===== src/rtl/uart_pkg.sv =====
// Shared UART definitions: FSM state encoding, frame constants and the
// 2-of-3 vote helper used when UART_RX_MAJORITY_EN is defined.
package uart_pkg;

    localparam int DATA_BITS   = 8;
    localparam int SYNC_STAGES = 2;

    localparam logic [1:0] ST_IDLE  = 2'd0;
    localparam logic [1:0] ST_START = 2'd1;
    localparam logic [1:0] ST_DATA  = 2'd2;
    localparam logic [1:0] ST_STOP  = 2'd3;

    function automatic logic majority3(input logic a, input logic b, input logic c);
        return (a & b) | (a & c) | (b & c);
    endfunction

endpackage


===== src/rtl/uart_baud_timer.sv =====
// Bit-slot timer: counts 0..BIT_CNT-1 and wraps. Flags the sample point
// (HALF_CNT-1+MID_DELAY) and the last cycle of each slot.
module uart_baud_timer #(
    parameter int CLK_FREQ  = 50_000_000,
    parameter int BAUD_RATE = 115_200,
    parameter int MID_DELAY = 0
) (
    input  logic clk_in,
    input  logic rst_n_in,
    input  logic clear,
    input  logic enable,
    output logic mid_tick,
    output logic end_tick
);

    localparam int BIT_CNT  = CLK_FREQ / BAUD_RATE;
    localparam int HALF_CNT = BIT_CNT / 2;
    localparam int CNT_W    = $clog2(BIT_CNT);

    localparam logic [CNT_W-1:0] MID_VAL = CNT_W'(HALF_CNT - 1 + MID_DELAY);
    localparam logic [CNT_W-1:0] END_VAL = CNT_W'(BIT_CNT - 1);

    logic [CNT_W-1:0] cnt_q, cnt_d;

    always_comb begin
        // NOTE: every always_comb output gets a default first, so no path can infer a latch.
        cnt_d = cnt_q;
        if (clear) begin
            cnt_d = '0;
        end else if (enable) begin
            cnt_d = (cnt_q == END_VAL) ? '0 : cnt_q + CNT_W'(1);
        end
    end

    // NOTE: non-blocking assignments in clocked blocks, so every flop sees pre-edge values.
    always_ff @(posedge clk_in or negedge rst_n_in) begin
        if (!rst_n_in) begin
            cnt_q <= '0;
        end else begin
            cnt_q <= cnt_d;
        end
    end

    assign mid_tick = enable && (cnt_q == MID_VAL);
    assign end_tick = enable && (cnt_q == END_VAL);

endmodule


===== src/rtl/uart_byte_receiver.sv =====
// 8N1 UART byte receiver, LSB first, centre-sampled. Define UART_RX_MAJORITY_EN
// to take each bit as the 2-of-3 vote around the centre instead of one sample.
module uart_byte_receiver
    import uart_pkg::*;
#(
    parameter int CLK_FREQ  = 50_000_000,
    parameter int BAUD_RATE = 115_200
) (
    input  logic                 clk_in,
    input  logic                 rst_n_in,
    input  logic                 rs232_rx,
    output logic [DATA_BITS-1:0] rx_data,
    output logic                 rx_done,
    output logic                 rx_state
);

    logic [SYNC_STAGES:0]   sync_q, sync_d;
    logic [1:0]             state_q, state_d;
    logic [3:0]             bit_idx_q, bit_idx_d;
    logic [DATA_BITS-1:0]   shift_q, shift_d;
    logic [DATA_BITS-1:0]   rx_data_q, rx_data_d;
    logic                   rx_done_q, rx_done_d;
    logic                   s2, s3, start_det, bit_val;
    logic                   mid_tick, end_tick, timer_clear, timer_enable;

    assign sync_d    = {sync_q[SYNC_STAGES-1:0], rs232_rx};
    assign s2        = sync_q[SYNC_STAGES-1];
    assign s3        = sync_q[SYNC_STAGES];
    assign start_det = s3 & ~s2;

`ifdef UART_RX_MAJORITY_EN
    localparam int MID_DELAY = 1;
    logic [1:0] hist_q, hist_d;

    // At the decision cycle hist_q holds s2 from the two preceding cycles.
    assign hist_d  = {hist_q[0], s2};
    assign bit_val = majority3(hist_q[1], hist_q[0], s2);

    always_ff @(posedge clk_in or negedge rst_n_in) begin
        if (!rst_n_in) begin
            hist_q <= 2'b11;
        end else begin
            hist_q <= hist_d;
        end
    end
`else
    localparam int MID_DELAY = 0;
    assign bit_val = s2;
`endif

    // The counter is held at zero while idle so the start-detect cycle is count 0.
    assign timer_clear  = (state_d == ST_IDLE);
    assign timer_enable = (state_q != ST_IDLE) | start_det;

    uart_baud_timer #(
        .CLK_FREQ  (CLK_FREQ),
        .BAUD_RATE (BAUD_RATE),
        .MID_DELAY (MID_DELAY)
    ) u_baud_timer (
        .clk_in   (clk_in),
        .rst_n_in (rst_n_in),
        .clear    (timer_clear),
        .enable   (timer_enable),
        .mid_tick (mid_tick),
        .end_tick (end_tick)
    );

    always_comb begin
        state_d   = state_q;
        bit_idx_d = bit_idx_q;
        shift_d   = shift_q;
        rx_data_d = rx_data_q;
        rx_done_d = 1'b0;
        case (state_q)
            ST_IDLE: begin
                if (start_det) begin
                    state_d   = ST_START;
                    bit_idx_d = 4'd0;
                end
            end
            ST_START: begin
                if (mid_tick && bit_val) begin
                    state_d = ST_IDLE;
                end else if (end_tick) begin
                    state_d   = ST_DATA;
                    bit_idx_d = bit_idx_q + 4'd1;
                end
            end
            ST_DATA: begin
                if (mid_tick) begin
                    shift_d = {bit_val, shift_q[DATA_BITS-1:1]};
                end
                if (end_tick) begin
                    bit_idx_d = bit_idx_q + 4'd1;
                    if (bit_idx_q == 4'(DATA_BITS)) begin
                        state_d = ST_STOP;
                    end
                end
            end
            ST_STOP: begin
                // Leaving at the stop-bit centre lets the next start edge follow immediately.
                if (mid_tick) begin
                    state_d = ST_IDLE;
                    if (bit_val) begin
                        rx_data_d = shift_q;
                        rx_done_d = 1'b1;
                    end
                end
            end
            default: state_d = ST_IDLE;
        endcase
    end

    always_ff @(posedge clk_in or negedge rst_n_in) begin
        if (!rst_n_in) begin
            sync_q    <= '1;
            state_q   <= ST_IDLE;
            bit_idx_q <= 4'd0;
            shift_q   <= '0;
            rx_data_q <= '0;
            rx_done_q <= 1'b0;
        end else begin
            sync_q    <= sync_d;
            state_q   <= state_d;
            bit_idx_q <= bit_idx_d;
            shift_q   <= shift_d;
            rx_data_q <= rx_data_d;
            rx_done_q <= rx_done_d;
        end
    end

    assign rx_data  = rx_data_q;
    assign rx_done  = rx_done_q;
    assign rx_state = (state_q != ST_IDLE);

endmodule


===== config.mk =====
export PLATFORM = sky130hd
export DESIGN_NAME = uart_byte_receiver
export DESIGN_NICKNAME = d
export VERILOG_FILES = /design/src/rtl/uart_pkg.sv /design/src/rtl/uart_baud_timer.sv /design/src/rtl/uart_byte_receiver.sv
export SDC_FILE = /design/constraint.sdc
export NUM_CORES = 1
export LEC_CHECK = 0
export BUFFER_PORTS_ARGS = -buffer_cell sky130_fd_sc_hd__buf_2
export CAP_MARGIN = 20
export CORE_MARGIN = 5
export CORE_UTILIZATION = 53
export CTS_CLUSTER_SIZE = 28
export DETAILED_ROUTE_END_ITERATION = 16
export GPL_TIMING_DRIVEN = 0
export HOLD_SLACK_MARGIN = 0.03
export PLACE_DENSITY = 0.79
export SKIP_CTS_REPAIR_TIMING = 1
export SYNTH_ARGS = -nofsm -noshare
export SYNTH_HDL_FRONTEND = slang
export SYNTH_HIERARCHICAL = 1
export SYNTH_SLANG_ARGS = --single-unit

===== constraint.sdc =====
create_clock -name clk_in -period 3 [get_ports clk_in]
set_input_delay 0.6 -clock clk_in [delete_from_list [all_inputs] [get_ports clk_in]]
set_output_delay 0.6 -clock clk_in [all_outputs]
set_load 0.1 [all_outputs]

* Word-level counts from Yosys, hierarchy flattened
Index checks and enable logic that the tools add are counted.
Cells by class: add/sub/neg operators 2, equality and inequality tests 8, multiplexer cells 17, bitwise logic cells 3, reduce and logical (&&, ||, !) cells 11
Operator list (count):
- 9-bit two-way mux | 3
- 2-bit two-way mux | 6
- 4-bit two-way mux | 3
- 4-bit one-hot mux with 3 select lines | 1
- 9-bit by 1-bit adder with 9-bit output (second input constant) | 1
- 9-bit by 8-bit equality test with 1-bit output (second input constant) | 1
- 9-bit equality test (second input constant) | 1
- 2-bit one-hot mux with 4 select lines | 1
- 3-bit AND reduction | 2
- 4-bit by 1-bit adder with 4-bit output (second input constant) | 1
- 2-bit equality test (second input constant) | 2
- 4-bit equality test (second input constant) | 1
- 2-bit zero test | 2
- 2-bit inequality test (second input constant) | 2
- 2-bit nonzero test | 2
- 1-bit logical AND | 3
- 1-bit two-way mux | 3
- 3-bit nonzero test | 1
- 2-bit by 1-bit equality test with 1-bit output (second input constant) | 1
- 2-bit AND reduction | 1
- 1-bit bitwise AND | 1
- 1-bit inverter | 1
- 1-bit OR | 1
Word-level totals: flip-flop bits (word level) 35, input port bits 3, output and inout port bits 10, logic and storage cells 48

* Depth between registers and ports, before layout
depth in word-level cells 9, gate-level depth with buffers 15, depth with buffers taken out 15

* By module
Netlist, hierarchy kept.
By module, submodules not included:
- uart_byte_receiver | instances 1, cells an instance 90, area an instance 1166.1 sq um, seq. area each 654.4 sq um
- uart_baud_timer | instances 1, cells an instance 57, area an instance 565.5 sq um, seq. area each 225.2 sq um

* Worst setup path after synthesis
OpenSTA, ideal clock, no wires.
path kind reg2reg, start point register state_q[0], end point register u_baud_timer.cnt_q[0], setup time 0.125 ns, data arrival time 3.628 ns, required time 2.875 ns, setup slack -0.752 ns, cell stages (with the launch flop) 15, buffers on the path 0, period minus slack after synthesis 3.752 ns, path through dfrtp_1 inv_1 ha_1 inv_1 nor2_1 inv_1 nand4bb_1 nor4_1 nand2_1 and3b_1 o41ai_2 nor3b_2 nand2b_1 a21oi_4 mux2_2
Between the ends: word-level cells in the longest chain between the ends 8, elaborated cells on any way between the ends 19, classes of those cells 3 x eq/ne; 8 x mux; 1 x bitwise; 7 x reduce/logical
Ends and longest elaborated chain:
- from (decl) | line uart_byte_receiver.sv:18 | logic [1:0] state_q, state_d;
- from (signal assigned) | line uart_byte_receiver.sv:124 | state_q <= state_d;
- 2-bit nonzero test (*)
- net rx_state | line uart_byte_receiver.sv:14 | output logic rx_state
- 1-bit OR (*) | line uart_byte_receiver.sv:53 | assign timer_enable = (state_q != ST_IDLE) | start_det;
- net timer_enable | line uart_byte_receiver.sv:24 | logic mid_tick, end_tick, timer_clear, timer_enable;
- 1-bit logical AND (*) | line uart_baud_timer.sv:44 | assign mid_tick = enable && (cnt_q == MID_VAL);
- net mid_tick | line uart_byte_receiver.sv:24
- 1-bit logical AND | line uart_byte_receiver.sv:82 | if (mid_tick && bit_val) begin
- 2-bit two-way mux | line uart_byte_receiver.sv:82
- 2-bit one-hot mux with 4 select lines (*) | line uart_byte_receiver.sv:74 | case (state_q)
- 2-bit zero test (*) | line uart_byte_receiver.sv:52 | assign timer_clear = (state_d == ST_IDLE);
- net timer_clear | line uart_byte_receiver.sv:24
- 9-bit two-way mux or 2-bit nonzero test (tied branches)
- to (signal assigned) | line uart_baud_timer.sv:40 | cnt_q <= cnt_d;
- to (decl) | line uart_baud_timer.sv:23 | logic [CNT_W-1:0] cnt_q, cnt_d;
Mark *: on every way through the listed nets, which the timed path passes. The rest lies on a longest branch. A chain may end at the register's enable or synchronous reset.

* Final worst setup path
start point register state_q[1], end point register u_baud_timer.cnt_q[0]
Between the ends: word-level cells in the longest chain between the ends 8, elaborated cells on any way between the ends 19, classes of those cells 3 x eq/ne; 8 x mux; 1 x bitwise; 7 x reduce/logical
Ends and longest elaborated chain (line):
- 2-bit nonzero test (*) | uart_byte_receiver.sv:53
- 1-bit OR (*) | uart_byte_receiver.sv:53
- net timer_enable | uart_byte_receiver.sv:24
- 1-bit logical AND (*) | uart_baud_timer.sv:44
- net mid_tick | uart_byte_receiver.sv:24
- 1-bit logical AND | uart_byte_receiver.sv:82
- 2-bit two-way mux | uart_byte_receiver.sv:82
- 2-bit one-hot mux with 4 select lines (*) | uart_byte_receiver.sv:74
- 2-bit zero test (*) | uart_byte_receiver.sv:52
- net timer_clear | uart_byte_receiver.sv:24
- 9-bit two-way mux or 2-bit nonzero test (tied branches)
Marked as above.

==> flow_summary.ini <==
[timing]
worstMarginPinSlew_ns = 0.742
fin_tns_setup_ns = 0
fin_crit_sh_pct = 95.1
fin_crit_ns = 2.85
setup_violations = 0
final_hold_viol_count = 0
drv_slew = 0
clock_skew_ns = 0.00767
fmax_ghz = 0.350
slew_headroom_pct = 50.6

[route]
antenna_left = 0
routedWlPerCell_microns = 15.7
via_per_inst = 5.51
post-route-drc-count = 0
first_pass_iters = 4
drtIter0Drc = 67
wirelength_microns = 3470
via_count = 1217

[global_route]
grt_usage_pct = 16.5
grtUsageMet3_pct = 5.49
grt_pass1_vias = 1254
grt_first_pass_wirelength_microns = 5600
use_met2_pct = 28.5
grt_overflow = 0
grt_max_degree = 36
busiest_layer = met2
grtUsageMet1_pct = 19.9
antenna_found_initial = 0

[die]
die_w_microns = 67.2
die_y_microns = 67.2
core_sq_mm = 0.00310
num_rows = 20
dieArea_sq_mm = 0.00451
start_util_pct = 55.8
ios = 13

[clocking]
cts.sinks = 35
clk_path_buf_depth = 2
clock-root-buffer = clkbuf_4
clk_pin_slew_ns = 0.10
clk_latency_ns = 0.33
cts_buffers = 5
cts_tree = done
htree_levels = 2

[yosys]
synth_top_area_share_pct = 46.2
ys_types = 37
async_flop_share_pct = 100
yosysMostFrequentCell = dfrtp_1
ys_warn_count = 6
synth_nets = 159
seq_area_frac_synth_pct = 50.8
synth_edf_count = 0
synth_ff_type = dfrtp_1
postSynthCellCount = 147
synth_area_leaders = dfrtp_1, mux2_2, ha_1
yosys.area.top_type = dfrtp_1
synth-seq-cells = 35
syn_avg_cell_area_sq_um = 11.8
netlist_area_sq_mm = 0.00173
yosys-top-cells-count = dfrtp_1, mux2_2, inv_1, nand2_1, nor2_1

[setup_path]
crit_chain = inv_2 -> ha_4 -> clkinvlp_4 -> nor2_4 -> inv_4 -> nand4bb_4 -> nor4_4 -> nand2_1 -> and3b_1 -> o41ai_2 -> nor3b_4 -> nand2b_1 -> a21oi_4 -> mux2_2
rr_startpoint = state_q[1]
crit_start = state_q[1]
critPathKind = reg2reg
critPathMaxStageDelay_ns = 0.40
cp_max_fo = 8
cp_top_family = simple AND/OR/NAND/NOR gates
worstSetupEndpointType = flop
cp_slowest_cell = dfrtp_1
startpoint_type = flop
required_ns = 3.22
crit_arrival_ns = 3.08
worst-path-buf-inv = 3

[placed_design]
port_buffers = 12
routabilityCongestion = 0.906
dp_hpwl_microns = 2260

[finish]
antenna_cells = 0
syn_to_final_growth_pct = 19.3
nets = 188
drive_gt1_share_pct = 39.0

[power_and_ir_drop]
powerDensity_mw_per_mm2 = 664
power_leakage_nw = 0.989
total_power_mw = 1.37
vdd_drop_max_mv = 0.398

[job]
drv_cap = 0

[min_path]
min_path_type = in2async

[outcome]
status = completed
[cell families after synthesis]
family                   count (synthesis)  synth area share, %
adder cells (fa/ha/maj)                  9                 6.50
flip-flops                              35                 50.8
AND/OR/NAND/NOR                         48                 16.8
multiplexers                            18                 11.7
AO/OA/AOI/OAI                           22                 9.54
XOR/XNOR                                 5                 2.53
buffers and inverters                   10                 2.17
[layout make-up]
cell class,count,area (sq um)
clock buffer,8,68.8
sequential,35,881
multi-input combinational,102,882
fill,246,1040
tap,44,55.1
inverter,10,43.8
timing repair buffer,22,135
[cell usage in the layout (no fill, tap or decap), types with 2 or more instances in the layout]
cell type,instances
a21oi_1,3
dfstp_2,3
a22o_1,2
clkbuf_8,2
inv_2,2
buf_2,12
buf_4,10
dfrtp_1,31
mux2_2,18
xor2_1,4
ha_1,8
nand2b_1,4
or2_4,2
nor2_1,9
nand3_1,5
nand2_1,10
nor2b_1,2
o21ai_0,7
nor3_1,2
clkbuf_4,5
inv_1,6
a31oi_1,3
nand4_1,2
[metrics by stage]
| stage | cell area (sq um) | setup WS, ns | cells | utilization [%] | hold slack [ns] |
|---|---|---|---|---|---|
| floorplan | 1770 | 0.0166 | 147 | - | 0.304 |
| global placement | 1890 | 0.0480 | 203 | 60.8 | 0.346 |
| detailed placement | 1890 | -0.0157 | 203 | 60.8 | 0.351 |
| CTS | 1960 | -0.0676 | 211 | 63.1 | 0.345 |
| global route | 2070 | -0.0891 | 221 | 66.6 | 0.338 |
| finish | 2070 | 0.147 | 221 | 66.6 | 0.314 |
[registers in the layout, summed over array words and instances, names as in the netlist]
name	count
bit_idx_q	4
rx_data	8
rx_done	1
shift_q	8
state_q	2
sync_q	3
u_baud_timer/cnt_q	9
[path summary, 6_finish.rpt]
check,to,slack (ns),cells past startpoint
worst max-delay path,u_baud_timer/cnt_q[0],0.15,14
worst min-delay path,bit_idx_q[0],0.31,1
worst max register to register,u_baud_timer/cnt_q[0],0.15,14
worst min register to register,sync_q[1],0.36,0
max in group asynchronous,state_q[0],2.17,1
min in group clk_in,sync_q[0],0.36,1
[where the power goes]
part | total (mW) | internal [mW] | switching [mW]
Combinational | 0.557 | 0.240 | 0.317
Clock | 0.288 | 0.138 | 0.150
Sequential | 0.528 | 0.501 | 0.0275
Total | 1.37 | 0.878 | 0.494
[layer usage]
| layer | wire length (microns) | vias to the layer above |
|---|---|---|
| met5 | 0 | - |
| met4 | 29 | 0 |
| met3 | 132 | 4 |
| met2 | 1820 | 28 |
| met1 | 1480 | 608 |
| li1 | - | 577 |
No activity file was read; power rests on OpenSTA's default activity.
